--- src/rtl/scan_sequencer.sv ---
// scan_sequencer: steps a 3-bit slot code through eight slots for a 3-to-8
// decoder. Each unmasked slot is held for DWELL cycles. Masked slots are
// skipped, and start/stop control when the scan runs.
//
// state | meaning
// ------+----------------------------------------------------------------
// IDLE  | not scanning; code holds the last slot driven, active low
// RUN   | driving slot idx; on the slot's last cycle, advance or stop
// DRAIN | stop seen mid-slot; finish the current slot, then go to IDLE
module scan_sequencer #(
    parameter int DWELL = 4
) (
    input  logic       clk,
    input  logic       rst_n,
    input  logic       start,
    input  logic       stop,
    input  logic [7:0] skip_mask,
    output logic       a,
    output logic       b,
    output logic       c,
    output logic       active,
    output logic       slot_done,
    output logic       frame_done
);

    localparam int CW = (DWELL > 1) ? $clog2(DWELL) : 1;
    localparam logic [CW-1:0] CNT_LAST = CW'(DWELL - 1);

    typedef enum logic [1:0] {
        IDLE,
        RUN,
        DRAIN
    } state_t;

    state_t        state;
    logic [2:0]    idx;
    logic [CW-1:0] cnt;

    logic [2:0] nxt_idx;
    logic [2:0] low_idx;
    logic       nxt_ok;
    logic       low_ok;
    logic       last;

    // Returns {found, slot}. The slot is the first unmasked slot in
    // base, base+1, ... taken modulo 8.
    function automatic logic [3:0] find_free(input logic [7:0] mask,
                                             input logic [2:0] base);
        logic [3:0] r;
        logic [2:0] cand;
        r = 4'b0000;
        // Walk the slots in descending order so the nearest one is written last.
        for (int j = 7; j >= 0; j--) begin
            cand = base + 3'(j);
            if (!mask[cand]) begin
                r = {1'b1, cand};
            end
        end
        return r;
    endfunction

    // Slot search from the current slot, slot search from zero, and the
    // last-cycle-of-dwell flag.
    always_comb begin
        {nxt_ok, nxt_idx} = find_free(skip_mask, idx + 3'd1);
        {low_ok, low_idx} = find_free(skip_mask, 3'd0);
        last              = (cnt == CNT_LAST);
    end

    // Outputs are decoded from registers only. The exception is frame_done,
    // which checks the live mask to see whether the scan wraps.
    assign {a, b, c}  = idx;
    assign active     = (state != IDLE);
    assign slot_done  = active && last;
    assign frame_done = slot_done && (!nxt_ok || (nxt_idx <= idx));

    // Sequencer FSM: slot selection, dwell counting and stop handling.
    always_ff @(posedge clk or negedge rst_n) begin
        if (!rst_n) begin
            state <= IDLE;
            idx   <= 3'd0;
            cnt   <= '0;
        end else begin
            case (state)
                IDLE: begin
                    if (start && !stop && low_ok) begin
                        state <= RUN;
                        idx   <= low_idx;
                        cnt   <= '0;
                    end
                end
                RUN: begin
                    if (last) begin
                        cnt <= '0;
                        if (stop || !nxt_ok) begin
                            state <= IDLE;
                        end else begin
                            idx <= nxt_idx;
                        end
                    end else begin
                        cnt <= cnt + CW'(1);
                        if (stop) begin
                            state <= DRAIN;
                        end
                    end
                end
                DRAIN: begin
                    if (last) begin
                        cnt   <= '0;
                        state <= IDLE;
                    end else begin
                        cnt <= cnt + CW'(1);
                    end
                end
                default: begin
                    state <= IDLE;
                    cnt   <= '0;
                end
            endcase
        end
    end

endmodule

--- config.mk ---
export PLATFORM = sky130hd
export DESIGN_NAME = scan_sequencer
export DESIGN_NICKNAME = d
export VERILOG_FILES = /design/src/rtl/scan_sequencer.sv
export SDC_FILE = /design/constraint.sdc
export NUM_CORES = 1
export LEC_CHECK = 0
export CAP_MARGIN = 20
export CORE_MARGIN = 2
export CORE_UTILIZATION = 60
export CTS_CLUSTER_DIAMETER = 80
export DETAILED_ROUTE_END_ITERATION = 6
export PLACE_DENSITY_LB_ADDON = 0.08
export SYNTH_ARGS = -nofsm -noshare
export SYNTH_HDL_FRONTEND = slang
export SYNTH_SLANG_ARGS = --single-unit
--- constraint.sdc ---
create_clock -name clk -period 10 [get_ports clk]
set_clock_uncertainty 0.15 [all_clocks]
set_input_delay 3 -clock clk [delete_from_list [all_inputs] [get_ports clk]]
set_output_delay 3 -clock clk [all_outputs]
set_load 0.01 [all_outputs]
# Word level (Yosys, flattened, before mapping)
# Cells that the tools add are included.
# op_classes
order_cmp,9
addsub,9
mux,45
n_eq_ne,9
n_reduce_logical,14
# ops
cell,count
4-bit 2-to-1 mux,16
3-bit by 4-bit less-than comparator with 1-bit output (second input constant),8
1-bit binary-select mux with 3-bit select,8
2-bit 2-to-1 mux,7
3-bit adder (second input constant),4
3-bit 2-to-1 mux,3
1-bit 2-to-1 mux,8
2-bit != test (second input constant),4
4-bit AND reduction,2
3-bit by 1-bit adder with 3-bit output (second input constant),2
3-bit by 2-bit adder with 3-bit output (second input constant),2
3-bit != test (second input constant),2
2-bit one-hot mux with 3 select lines,1
3-bit one-hot mux with 2 select lines,1
2-bit == test (second input constant),2
1-bit logical AND,4
2-bit one-hot mux with 2 select lines,1
2-bit nonzero test,2
3-bit less-or-equal comparator,1
2-bit by 1-bit adder with 2-bit output (second input constant),1
2-bit by 1-bit == test with 1-bit output (second input constant),1
1-bit zero test,2
2-bit zero test,1
1-bit logical OR,2
2-bit OR reduction,1
# totals
elab_cells,89
inputBits,12
regBits,7
out_inout_bits,6

# Logic depth before layout (Yosys ltp)
# logic_depth
word_depth,17
ltp_mapped,16
ltp_nobuf,13

# Least setup slack after synthesis
# OpenSTA, ideal clock, no wires.
# synth_path
kind,input -> output
from,input skip_mask[4]
to,output frame_done
arrival_ns,5.387
required_ns,6.850
n_path_buf,1
setup_slack_ns,1.463
cell_stages,11
path_cell_list,clkbuf_1 mux4_1 inv_1 nor3_2 o311ai_0 o32a_1 ha_1 a21o_1 a21oi_1 a31oi_1 a21boi_0
# synth_between
elab_chain_cells,13
elab_cells_between_ends,28
cone_classes,order compare (1); mux (24); reduce/logical (3)
# synth_lines
item,line,text
from (decl),17,"input logic [7:0] skip_mask,"
1-bit binary-select mux with 3-bit select,55,if (!mask[cand]) begin
1-bit 2-to-1 mux (implied by the code),55,
4-bit 2-to-1 mux (7 in a row),55,
4-bit 2-to-1 mux (*),55,
3-bit less-or-equal comparator or 1-bit zero test (tied branches),75,assign frame_done = slot_done && (!nxt_ok || (nxt_idx <= idx));
1-bit logical OR (*),75,
1-bit logical AND (*),75,
to (decl),23,output logic frame_done
# Mark *: on every way between the ends. The rest lies on a longest branch, timed or not. The select of a mux whose other input is x is not followed.

# Final worst setup path
# layout_path
from,input skip_mask[2]
to,output frame_done
# Same word-level chain as after synthesis.

==> summary.md <==
| Metric | Value |
|---|---|
| Post-layout minimum cycle time | 9782 ps |
| Vias in the first global route | approximately 1,400 |
| Worst-Margin Slew | ~940 ps |
| Final nets | around 200 |
| Worst hold stages | 2 |
| Slowest library cell on the worst path | clkdlybuf4s50_1 |
| Largest net degree at the start of global routing | 26 |
| Met2 WL post-DR | 1744 um |
| Top Family by Delay on Critical Path | buffers and inverters |
| Setup TNS | 0 ps |
| GRT overflow | 0 |
| Hold Buf Count CTS | 0 |
| Setup bufs post-CTS | 0 |
| Slack of the worst reg-to-reg path | 5200 ps |
| Synth area leaders | mux4_2 14%, dfrtp_1 11%, ha_1 7.0% |
| Total GRT Usage | about a quarter |
| Initial antenna violation count | 0 |
| DRC viols | 0 |
| Layout cells sized above 1 | between 15 and 20% |
| CTS root buf | clkbuf_4 |
| Setup crit end kind | output port |
| First-pass GRT wire length | 6182 um |
| Die Wd | 55.79 um |
| Vias | 1,426 |
| Final HPWL DP | 2783 um |
| Port bufs | 17 |
| Die height | 55.79 um |
| Hold Slack | 391.6 ps |
| Slew HR | a little under two fifths |
| Fin. max-slew vios | 0 |
| Fill cells | 178 |
| CTS Buffer Depth | 2 |
| Mean Syn Cell Area | around 9.7 um2 |
| Met3 wire len | 209 um |
| Worst reg2reg path depth | 8 |
| Synth warnings | 0 |
| DRT Wirelength | 3557 um |
| Status | finished, final reports clean |
| FF-to-FF Start | idx[0] |
| Primary FF master, synth | dfrtp_1 |
| Site Rows | 18 |
| Min-delay worst type | reg -> reg |
| CTS Buf Count | 3 |
| Top cell type's share of synthesized area | 14.00% |
| Hold Fails Final Rpt | 0 |
| Final period utilization | 97.82% |
| DRT iter0 DRCs | 61 |
| Worst path max stage delay | 640 ps |
| CP startpoint kind | input port |
| #FFs+latches synth | 7 |
| Clk Latency, worst-skew pair | 250 ps |
| CP required | 6850 ps |
| Die area | 3112 um2 |
| TritonCTS clock tree | done |
| Buf+Inv Stages, Crit Path | 2 |
| Area of the mapped netlist | 1609 um2 |
| # IOs | 18 |
| DP Area | 1753 um2 |
| Worst setup endpoint | frame_done |
| Drt pass-1 iters | 4 |
| Worst-path cell chain | clkdlybuf4s50_1 > mux4_2 > mux2i_1 > nor2_2 > o311ai_0 > o32a_1 > ha_1 > a21o_1 > a21oi_1 > a31oi_1 > a21boi_0 > clkdlybuf4s50_1 |
| Number of max-cap violations | 0 |
| Crit Path Class | in -> out |
| Setup violators final | 0 |
| CP dominant cell by count | clkdlybuf4s50_1 |
| Initial Utilization | 64.36% |
| Peak fanout along the critical path | 10 |
| Largest area contributor in the netlist | mux4_2 |
| Top sig layer | met4 |
| # diodes | 0 |
| H-Tree Depth | 1 |
| Critical R2R Capture | idx[1] |
| Post-synth EDFFs | 0 |
| Mapped Nets | 187 |
| WL per Instance | 17.18 um |
| Ys async rst share | 100.0% |
| Antenna-violating nets left | 0 |
| Worst path depth | 12 |
| Area delta synth->final | 10.58% |
| Yosys cell types | 52 |
| Final instance area | 1779 um2 |
| Via-to-Cell Ratio | 6.889 |
| CP arrival | 6630 ps |
| RePlAce Congestion | 0.8952 |
| Clk sink count | 7 |
| Sequential fraction of the synthesis area | 10.89% |
| Unrepaired setup endpoints after global routing | false |
| CTS clk-pin slew, worst paths | ~50 ps |
| Launch point of the critical path | skip_mask[2] |
| Highest clock rate | between 100 and 150 MHz |
| Cells after Synth | 166 |
| Post-cts resize count | 0 |
| Metal-1 WL | approximately 1600 um |
| Core outline area | between 2000 and 2500 um2 |
==> sequential cells by signal, summed over array words and instances (netlist names) <==
signal / count
idx: 3
cnt: 2
state: 2
==> how the worst min path moves through the flow <==
| stage | start | endpoint | slack [ps] |
|---|---|---|---|
| 2_1_floorplan | cnt[1] | cnt[1] | 350 |
| 3_3_place_gp | cnt[1] | cnt[1] | 360 |
| 6_report | cnt[1] | cnt[1] | 390 |
| 3_5_place_dp | cnt[1] | cnt[1] | 380 |
| 4_1_cts | cnt[1] | cnt[1] | 400 |
| 5_1_grt | cnt[1] | cnt[1] | 420 |
==> per-layer routing <==
metal / up-vias / track usage, %
met5: - / 0
met4: 0 / 4.530
met3: 2 / 2.558
met2: 60 / 40.31
met1: 682 / 34.32
li1: 682 / -
==> cells in the mapped netlist (2+ instances only) <==
library cell and instances:
mux2i_4 4, nand2_1 13, a21boi_0 2, nor2b_1 3, a211oi_1 4, o221ai_1 4, o22ai_1 3, mux4_2 10
nor3_2 2, o211ai_1 3, o311ai_0 3, mux4_1 3, a21oi_1 7, mux2i_1 7, nor2_1 2, buf_2 6
a2bb2oi_1 3, xnor2_1 2, a21o_1 2, o21ai_0 7, a221oi_1 2, inv_1 19, ha_1 9, dfrtp_1 7
xnor3_2 2, nand3_1 5, clkbuf_1 2, mux2_2 4, a31oi_1 3
==> through the flow <==
stage / instances / setup slack, ps / util [%]
2_1_floorplan: 166 / 1463 / -
3_5_place_dp: 203 / 267.5 / 70.12
3_3_place_gp: 203 / 335.7 / 70.12
4_1_cts: 207 / 259.4 / 71.17
5_1_grt: 207 / 12.90 / 71.17
6_report: 207 / 217.9 / 71.17
==> placed cells by master, fill, tap and decap left out, types with 5 or more instances in the layout <==
master           synthesis  final
a21oi_1                  7      7
dfrtp_1                  7      7
clkdlybuf4s50_1          0     17
inv_1                   19     19
o21ai_0                  7      7
ha_1                     9      9
nand3_1                  5      5
nand2_1                 13     13
mux4_2                  10     10
mux2i_1                  7      7
==> cells by family after synthesis <==
kind of cell / count (synthesis) / share of synthesized area, %
flip-flops: 7 / 10.89
adder cells (fa/ha/maj): 9 / 6.999
buffers and inverters: 30 / 8.631
AO/OA/AOI/OAI: 54 / 25.66
AND/OR/NAND/NOR: 31 / 9.799
XOR/XNOR: 5 / 4.588
multiplexers: 30 / 33.44
==> area by class of cell <==
type	count	area, um2	area share (%)
multi-input combinational	129	1295	72.78
clock buffer	4	26.28	1.477
inverter	20	75.07	4.219
sequential	7	175.2	9.845
tap	30	37.54	2.110
timing repair buffer	17	170.2	9.564
==> tightest hold or removal path, stage by stage (launching register included) <==
cell and delay (ps):
dfrtp_1 380, inv_1 60, mux2i_1 60
Power is not shown: default switching activity piles up to over one toggle a cycle in this logic, so the estimate is an artifact.
